$ cat src/rtl/spi_capture_slave.sv
// rtl/spi_capture_slave.sv - SPI-slave logic capture: pin sampler, sample FIFO, SPI mode-0 drain port
// Define SPI_STATUS_EN to add the STATUS command (0x04).
module spi_capture_slave #(
  parameter int CHANNELS    = 8,
  parameter int DEPTH       = 16,
  parameter int SYNC_STAGES = 2,
  parameter int SAMPLE_DIV  = 16
) (
  input  logic                       clk,
  input  logic                       rst,
  input  logic [CHANNELS-1:0]        pin_values,
  input  logic                       spi_clk,
  input  logic                       mosi,
  input  logic                       spi_cs_n,
  output logic                       miso,
  output logic                       overflow,
  output logic [$clog2(DEPTH+1)-1:0] fifo_level
);

  localparam int AW = $clog2(DEPTH);
  localparam int PW = AW + 1;
  localparam int LW = $clog2(DEPTH + 1);
  localparam int NB = CHANNELS / 8;
  localparam int KW = (NB > 1) ? $clog2(NB) : 1;
  localparam int DW = (SAMPLE_DIV > 1) ? $clog2(SAMPLE_DIV) : 1;

  typedef enum logic [1:0] {
    ST_CMD,
`ifdef SPI_STATUS_EN
    ST_STATUS,
`endif
    ST_STREAM
  } state_t;

  logic [SYNC_STAGES-1:0] sck_sync;
  logic [SYNC_STAGES-1:0] mosi_sync;
  logic [SYNC_STAGES-1:0] cs_sync;
  logic                   sck_s;
  logic                   mosi_s;
  logic                   cs_active;
  logic                   sck_prev;
  logic                   sck_filt;
  logic                   sck_filt_d;
  logic                   sck_rise;
  logic                   sck_fall;

  state_t                 state;
  logic [2:0]             bit_cnt;
  logic [6:0]             rx_shift;
  logic [7:0]             rx_byte;
  logic [7:0]             tx_shift;
  logic [7:0]             tx_load_byte;
  logic [KW-1:0]          byte_idx;
  logic [KW-1:0]          next_idx;
  logic [CHANNELS-1:0]    hold;
  logic [CHANNELS-1:0]    next_hold;
  logic [7:0]             hold_bytes [2**KW];

  logic [CHANNELS-1:0]    mem [DEPTH];
  logic [PW-1:0]          wr_ptr;
  logic [PW-1:0]          rd_ptr;
  logic [PW-1:0]          wr_nxt;
  logic [PW-1:0]          rd_nxt;
  logic                   full;
  logic                   empty;
  logic                   push;
  logic                   pop;
  logic                   drop;

  logic                   armed;
  logic [DW-1:0]          div_cnt;
  logic                   tick;
  logic                   byte_done;
  logic                   load_data;
  logic                   arm_cmd;
  logic                   disarm_cmd;

  assign sck_s     = sck_sync[SYNC_STAGES-1];
  assign mosi_s    = mosi_sync[SYNC_STAGES-1];
  assign cs_active = ~cs_sync[SYNC_STAGES-1];
  assign sck_rise  = sck_filt & ~sck_filt_d;
  assign sck_fall  = ~sck_filt & sck_filt_d;

  assign rx_byte    = {rx_shift, mosi_s};
  assign byte_done  = cs_active && sck_rise && (bit_cnt == 3'd7);
  assign arm_cmd    = byte_done && (state == ST_CMD) && (rx_byte == 8'h01);
  assign disarm_cmd = byte_done && (state == ST_CMD) && (rx_byte == 8'h02);
  assign load_data  = byte_done &&
                      (((state == ST_CMD) && (rx_byte == 8'h03)) || (state == ST_STREAM));

  // Byte index restarts at 0 on the READ boundary and after the last byte of a sample.
  assign next_idx = ((state != ST_STREAM) || (byte_idx == KW'(NB - 1))) ? '0 : byte_idx + KW'(1);

  assign empty = (wr_ptr == rd_ptr);
  assign full  = (wr_ptr[AW] != rd_ptr[AW]) && (wr_ptr[AW-1:0] == rd_ptr[AW-1:0]);
  assign tick  = armed && (div_cnt == DW'(SAMPLE_DIV - 1));
  assign pop   = load_data && (next_idx == '0) && !empty;
  assign push  = tick && (!full || pop);
  assign drop  = tick && full && !pop;
  assign wr_nxt = wr_ptr + PW'(push);
  assign rd_nxt = rd_ptr + PW'(pop);

  assign next_hold = (next_idx != '0) ? hold : (empty ? '0 : mem[rd_ptr[AW-1:0]]);

  for (genvar i = 0; i < 2**KW; i++) begin : g_bytes
    if (i < NB) begin : g_used
      assign hold_bytes[i] = next_hold[CHANNELS-1-8*i -: 8];
    end else begin : g_pad
      assign hold_bytes[i] = 8'h00;
    end
  end

  assign tx_load_byte = hold_bytes[next_idx];

`ifdef SPI_STATUS_EN
  logic [7:0] status_byte;
  assign status_byte = {overflow, armed, 6'(fifo_level)};
`endif

  always_ff @(posedge clk) begin
    if (rst) begin
      sck_sync   <= '0;
      mosi_sync  <= '0;
      cs_sync    <= '1;
      sck_prev   <= 1'b0;
      sck_filt   <= 1'b0;
      sck_filt_d <= 1'b0;
      state      <= ST_CMD;
      bit_cnt    <= '0;
      rx_shift   <= '0;
      tx_shift   <= '0;
      byte_idx   <= '0;
      hold       <= '0;
      miso       <= 1'b0;
      armed      <= 1'b0;
      overflow   <= 1'b0;
      div_cnt    <= '0;
      wr_ptr     <= '0;
      rd_ptr     <= '0;
      fifo_level <= '0;
      for (int i = 0; i < DEPTH; i++) mem[i] <= '0;
    end else begin
      sck_sync  <= {sck_sync[SYNC_STAGES-2:0], spi_clk};
      mosi_sync <= {mosi_sync[SYNC_STAGES-2:0], mosi};
      cs_sync   <= {cs_sync[SYNC_STAGES-2:0], spi_cs_n};

      // Filtered SCK follows only after two equal synchronised samples in a row.
      sck_prev <= sck_s;
      if (sck_s == sck_prev) sck_filt <= sck_s;
      sck_filt_d <= sck_filt;

      if (arm_cmd) begin
        armed   <= 1'b1;
        div_cnt <= '0;
      end else begin
        div_cnt <= (div_cnt == DW'(SAMPLE_DIV - 1)) ? '0 : div_cnt + DW'(1);
        if (disarm_cmd) armed <= 1'b0;
      end

      if (arm_cmd) overflow <= 1'b0;
      else if (drop) overflow <= 1'b1;

      if (push) mem[wr_ptr[AW-1:0]] <= pin_values;
      wr_ptr     <= wr_nxt;
      rd_ptr     <= rd_nxt;
      fifo_level <= LW'(wr_nxt - rd_nxt);

      if (!cs_active) begin
        state    <= ST_CMD;
        bit_cnt  <= '0;
        rx_shift <= '0;
        tx_shift <= '0;
        byte_idx <= '0;
        miso     <= 1'b0;
      end else if (sck_rise) begin
        rx_shift <= rx_byte[6:0];
        bit_cnt  <= bit_cnt + 3'd1;
        if (load_data) begin
          byte_idx <= next_idx;
          hold     <= next_hold;
          tx_shift <= tx_load_byte;
        end
        if (byte_done && (state == ST_CMD) && (rx_byte == 8'h03)) state <= ST_STREAM;
`ifdef SPI_STATUS_EN
        if (byte_done && (((state == ST_CMD) && (rx_byte == 8'h04)) || (state == ST_STATUS))) begin
          state    <= ST_STATUS;
          tx_shift <= status_byte;
        end
`endif
      end else if (sck_fall) begin
        miso     <= tx_shift[7];
        tx_shift <= {tx_shift[6:0], 1'b0};
      end
    end
  end

endmodule

$ cat config.mk
export PLATFORM = sky130hd
export DESIGN_NAME = spi_capture_slave
export DESIGN_NICKNAME = d
export VERILOG_FILES = /design/src/rtl/spi_capture_slave.sv
export SDC_FILE = /design/constraint.sdc
export NUM_CORES = 1
export LEC_CHECK = 0
export ABC_AREA = 1
export CAP_MARGIN = 40
export CORE_MARGIN = 2
export CORE_UTILIZATION = 25
export DETAILED_ROUTE_END_ITERATION = 16
export PLACE_DENSITY = 0.49
export SYNTH_ARGS = -nofsm -noshare
export SYNTH_HDL_FRONTEND = slang
export SYNTH_SLANG_ARGS = --single-unit
$ cat constraint.sdc
create_clock -name clk -period 4.5 [get_ports clk]
set_clock_uncertainty 0.1 [all_clocks]
set_input_delay 0.45 -clock clk [delete_from_list [all_inputs] [get_ports clk]]
set_output_delay 0.45 -clock clk [all_outputs]
set_load 0.005 [all_outputs]
==> results.sh <==
export IMPL_status="finished clean"
export IMPL_fin_setup_tns_ns=0
export IMPL_finalMaxSlewViolations=0
export IMPL_drc=0
export IMPL_cts_resized=0
export IMPL_dr_pass1_iters=5
export IMPL_worst_ep_required_time_ns=4.74
export IMPL_pre_cts_ws_ns=1.034
export IMPL_reg2reg_to="fifo_level[4]"
export IMPL_ff2ff_setup_slack_ns=1.03
export IMPL_rows=67
export IMPL_synth_edf_count=128
export IMPL_timing_rr_start="rd_ptr[3]"
export IMPL_dp_hpwl_mm=14.02
export IMPL_synth_nets=1008
export IMPL_cellPowerDensity_nw_per_um2=352.1
export IMPL_start_kind="register"
export IMPL_place_area_um2=9263
export IMPL_ctsHoldBuffers=0
export IMPL_setup_viol=0
export IMPL_die_w_um=189.1
export IMPL_period_needed_ns=3.467
export IMPL_slowest_stage="dfxtp_1"
export IMPL_p_leak_uw=0.004088
export IMPL_synth_cells=983
export IMPL_grt_usage_pct=12.95
export IMPL_fin_area_um2=9856
export IMPL_antenna_found_initial=0
export IMPL_synthesis_area_um2=8569
export IMPL_ant_nets=0
export IMPL_grt_overflow=0
export IMPL_critPathCaptureType="register"
export IMPL_min_path_cells=2
export IMPL_ys_types=32
export IMPL_place_congestion=0.8174
export IMPL_min_to="sck_sync[1]"
export IMPL_die_h_um=189.1
export IMPL_power_uw=3470
export IMPL_routed_wl_mm=22.20
export IMPL_crit_fanout=12
export IMPL_worst_setup_path_type="reg2reg"
export IMPL_cts_htree_levels=4
export IMPL_cts_tree="done"
export IMPL_drive_gt1_share_pct=7.615
export IMPL_grt_pass1_wl_mm=35.27
export IMPL_drv_cap=0
export IMPL_viasPerCell=4.418
export IMPL_grt_pass1_vias=6131
export IMPL_postCtsSetupBuffers=0
export IMPL_vias=6389
export IMPL_worst_slew_pin_transition_ns=0.8565
export IMPL_numCtsBuffers=17
export IMPL_start_util_pct=25.49
export IMPL_max_stage_delay_ns=0.57
export IMPL_nets=1010
export IMPL_syn_to_final_growth_pct=15.01
export IMPL_holdCritPathClass="reg2reg"
export IMPL_ys_warn_count=0
export IMPL_finalHoldViolations=0
export IMPL_synth_yosys_seq_area_share_pct=56.53
export IMPL_cp_common_cell="nand2_1"
export IMPL_ir_drop_v=0.0002685
export IMPL_synthFlopType="edfxtp_1"
export IMPL_clkSinkCount=178
export IMPL_fin_ws_ns=1.033
export IMPL_fin_crit_sh_pct=77.04
export IMPL_wl_per_cell_um=15.35
export IMPL_drt_initial_drc_count=626
export IMPL_numPortBuffers=19
export IMPL_path_clk_slew_ns=0.07
export IMPL_crit_path_cell_trace="clkinv_1 -> nand2_1 -> nand2_1 -> nor2_1 -> nand2_1 -> nor2_2 -> nand2_4 -> nand2_4 -> inv_1 -> ha_1 -> ha_1 -> inv_1 -> fa_1 -> inv_1 -> a21oi_1 -> o21bai_1 -> nand2_1 -> nand2_1 -> nor2_1"
export IMPL_root_buffer="clkbuf_16"
export IMPL_crit_arrival_ns=3.70
export IMPL_r2r_worst_path_cells=19
export IMPL_io_pins=20
export IMPL_grt_max_degree=69
export IMPL_path_buf_inv=4
export IMPL_syn_area_per_cell_um2=8.718
export IMPL_startpoint="rd_ptr[3]"
export IMPL_fmax_ghz=0.2885
export IMPL_worstHoldStart="sck_sync[0]"
export IMPL_coreArea_um2=33620
export IMPL_antenna_cells=0
export IMPL_ys_ff_latch=178
export IMPL_cts_max_path_buffers=2
export IMPL_rsz0062_at_grt="no"
export IMPL_clk_latency_ns=0.45
export IMPL_cp_top_family="simple AND/OR/NAND/NOR gates"
export IMPL_dieArea_um2=35770
export IMPL_synthArstFlopShare_pct=0
export IMPL_relSlewSlack_pct=42.76
## tightest hold or removal path: cells and delay by family, from the launching register on
family / cells / cell delay (ns)
flip-flops: 1 / 0.30
buffers and inverters: 1 / 0.04
AND/OR/NAND/NOR: 1 / 0.03
## cells in the final DEF, fill, tap and decap left out, types with 2 or more instances in the layout
cell	n
clkdlybuf4s50_1	19
clkinv_1	7
o21ai_0	33
nand2_1	202
or2_2	2
nand3_1	108
buf_4	21
nor3_1	84
inv_6	7
a22oi_1	7
clkbuf_16	17
nor2_2	2
nor2_1	100
o211ai_1	3
xor2_1	6
dfxtp_1	49
a21oi_1	22
bufinv_16	2
nand2_4	8
ha_1	11
nand4_4	3
inv_2	3
edfxtp_1	128
inv_8	2
inv_1	132
xnor2_1	6
## stage by stage
| step | util [%] | hold slack, ns | std cells |
|---|---|---|---|
| 2_1_floorplan | - | 0.2883 | 983 |
| 4_1_cts | 29.32 | 0.3042 | 1446 |
| 5_1_grt | 29.32 | 0.3251 | 1446 |
| 3_5_place_dp | 27.55 | 0.2947 | 1414 |
| 3_3_place_gp | 27.47 | 0.2942 | 1411 |
| 6_report | 29.32 | 0.3023 | 1446 |
## metal layers
metal | vias to the layer above | global-route usage (%) | share of wire (%) | routed length (µm)
met5 | - | 0 | 0 | 0
met4 | 0 | 4.267 | 1.5 | 335
met3 | 17 | 2.484 | 4.5 | 999
met2 | 130 | 19.09 | 44 | 9773
met1 | 3040 | 18.92 | 50 | 11090
li1 | 3202 | - | - | -
## cell type report
class	count	area (µm²)
clock buffers	17	425.4
multi-input cells	606	2963
well taps	448	560.5
repair buffers	42	367.9
clock inverters	15	167.7
inverters	140	525.5
flip-flops and latches	178	4846
fillers	3555	23760
## kinds of logic after synthesis
group	after synthesis	synth area share [%]
compound gates	67	4.249
simple gates	515	27.26
flops	178	56.53
xor+xnor	12	1.226
buf+inv	199	8.892
fa+ha+maj	12	1.840
## worst max-delay path by stage
stage	to	depth (start not counted)	slack (ns)
6_report	fifo_level[4]	19	1.03
3_3_place_gp	fifo_level[4]	19	1.08
5_1_grt	fifo_level[3]	18	0.53
4_1_cts	fifo_level[3]	18	1.0
3_5_place_dp	fifo_level[3]	18	1.03
2_1_floorplan	fifo_level[4]	19	1.72
## flip-flops by register name, indices dropped and copies added, names as in the netlist, 3 cells and up
signal,flops
fifo_level,5
div_cnt,4
mem,128
tx_shift,8
wr_ptr,5
rx_shift,7
bit_cnt,3
rd_ptr,5
## Yosys cell counts, types with 2 or more instances
library cell / instances / area share (%)
nand2_1: 202 / 8.8
inv_1: 132 / 5.8
edfxtp_1: 128 / 45
nand3_1: 108 / 6.3
nor2_1: 100 / 4.4
nor3_1: 84 / 4.9
dfxtp_1: 50 / 12
clkbuf_1: 42 / 1.8
o21ai_0: 33 / 1.9
a21oi_1: 22 / 1.3
buf_2: 12 / 0.70
ha_1: 11 / 1.6
nand2_4: 8 / 1.1
a22oi_1: 7 / 0.61
xnor2_1: 6 / 0.61
xor2_1: 6 / 0.61
buf_1: 5 / 0.22
clkinv_1: 5 / 0.22
inv_2: 3 / 0.13
nand4_4: 3 / 0.74
o211ai_1: 3 / 0.26
nor2_2: 2 / 0.15
or2_2: 2 / 0.15
## where the power goes
group	leakage (µW)	internal, µW	switching (µW)
sequential	0.00173	1790	12.6
combinational	0.00207	37.3	94.1
clock	0.000289	835	698
total	0.00409	2660	805
(Power assumes the default switching activity.)
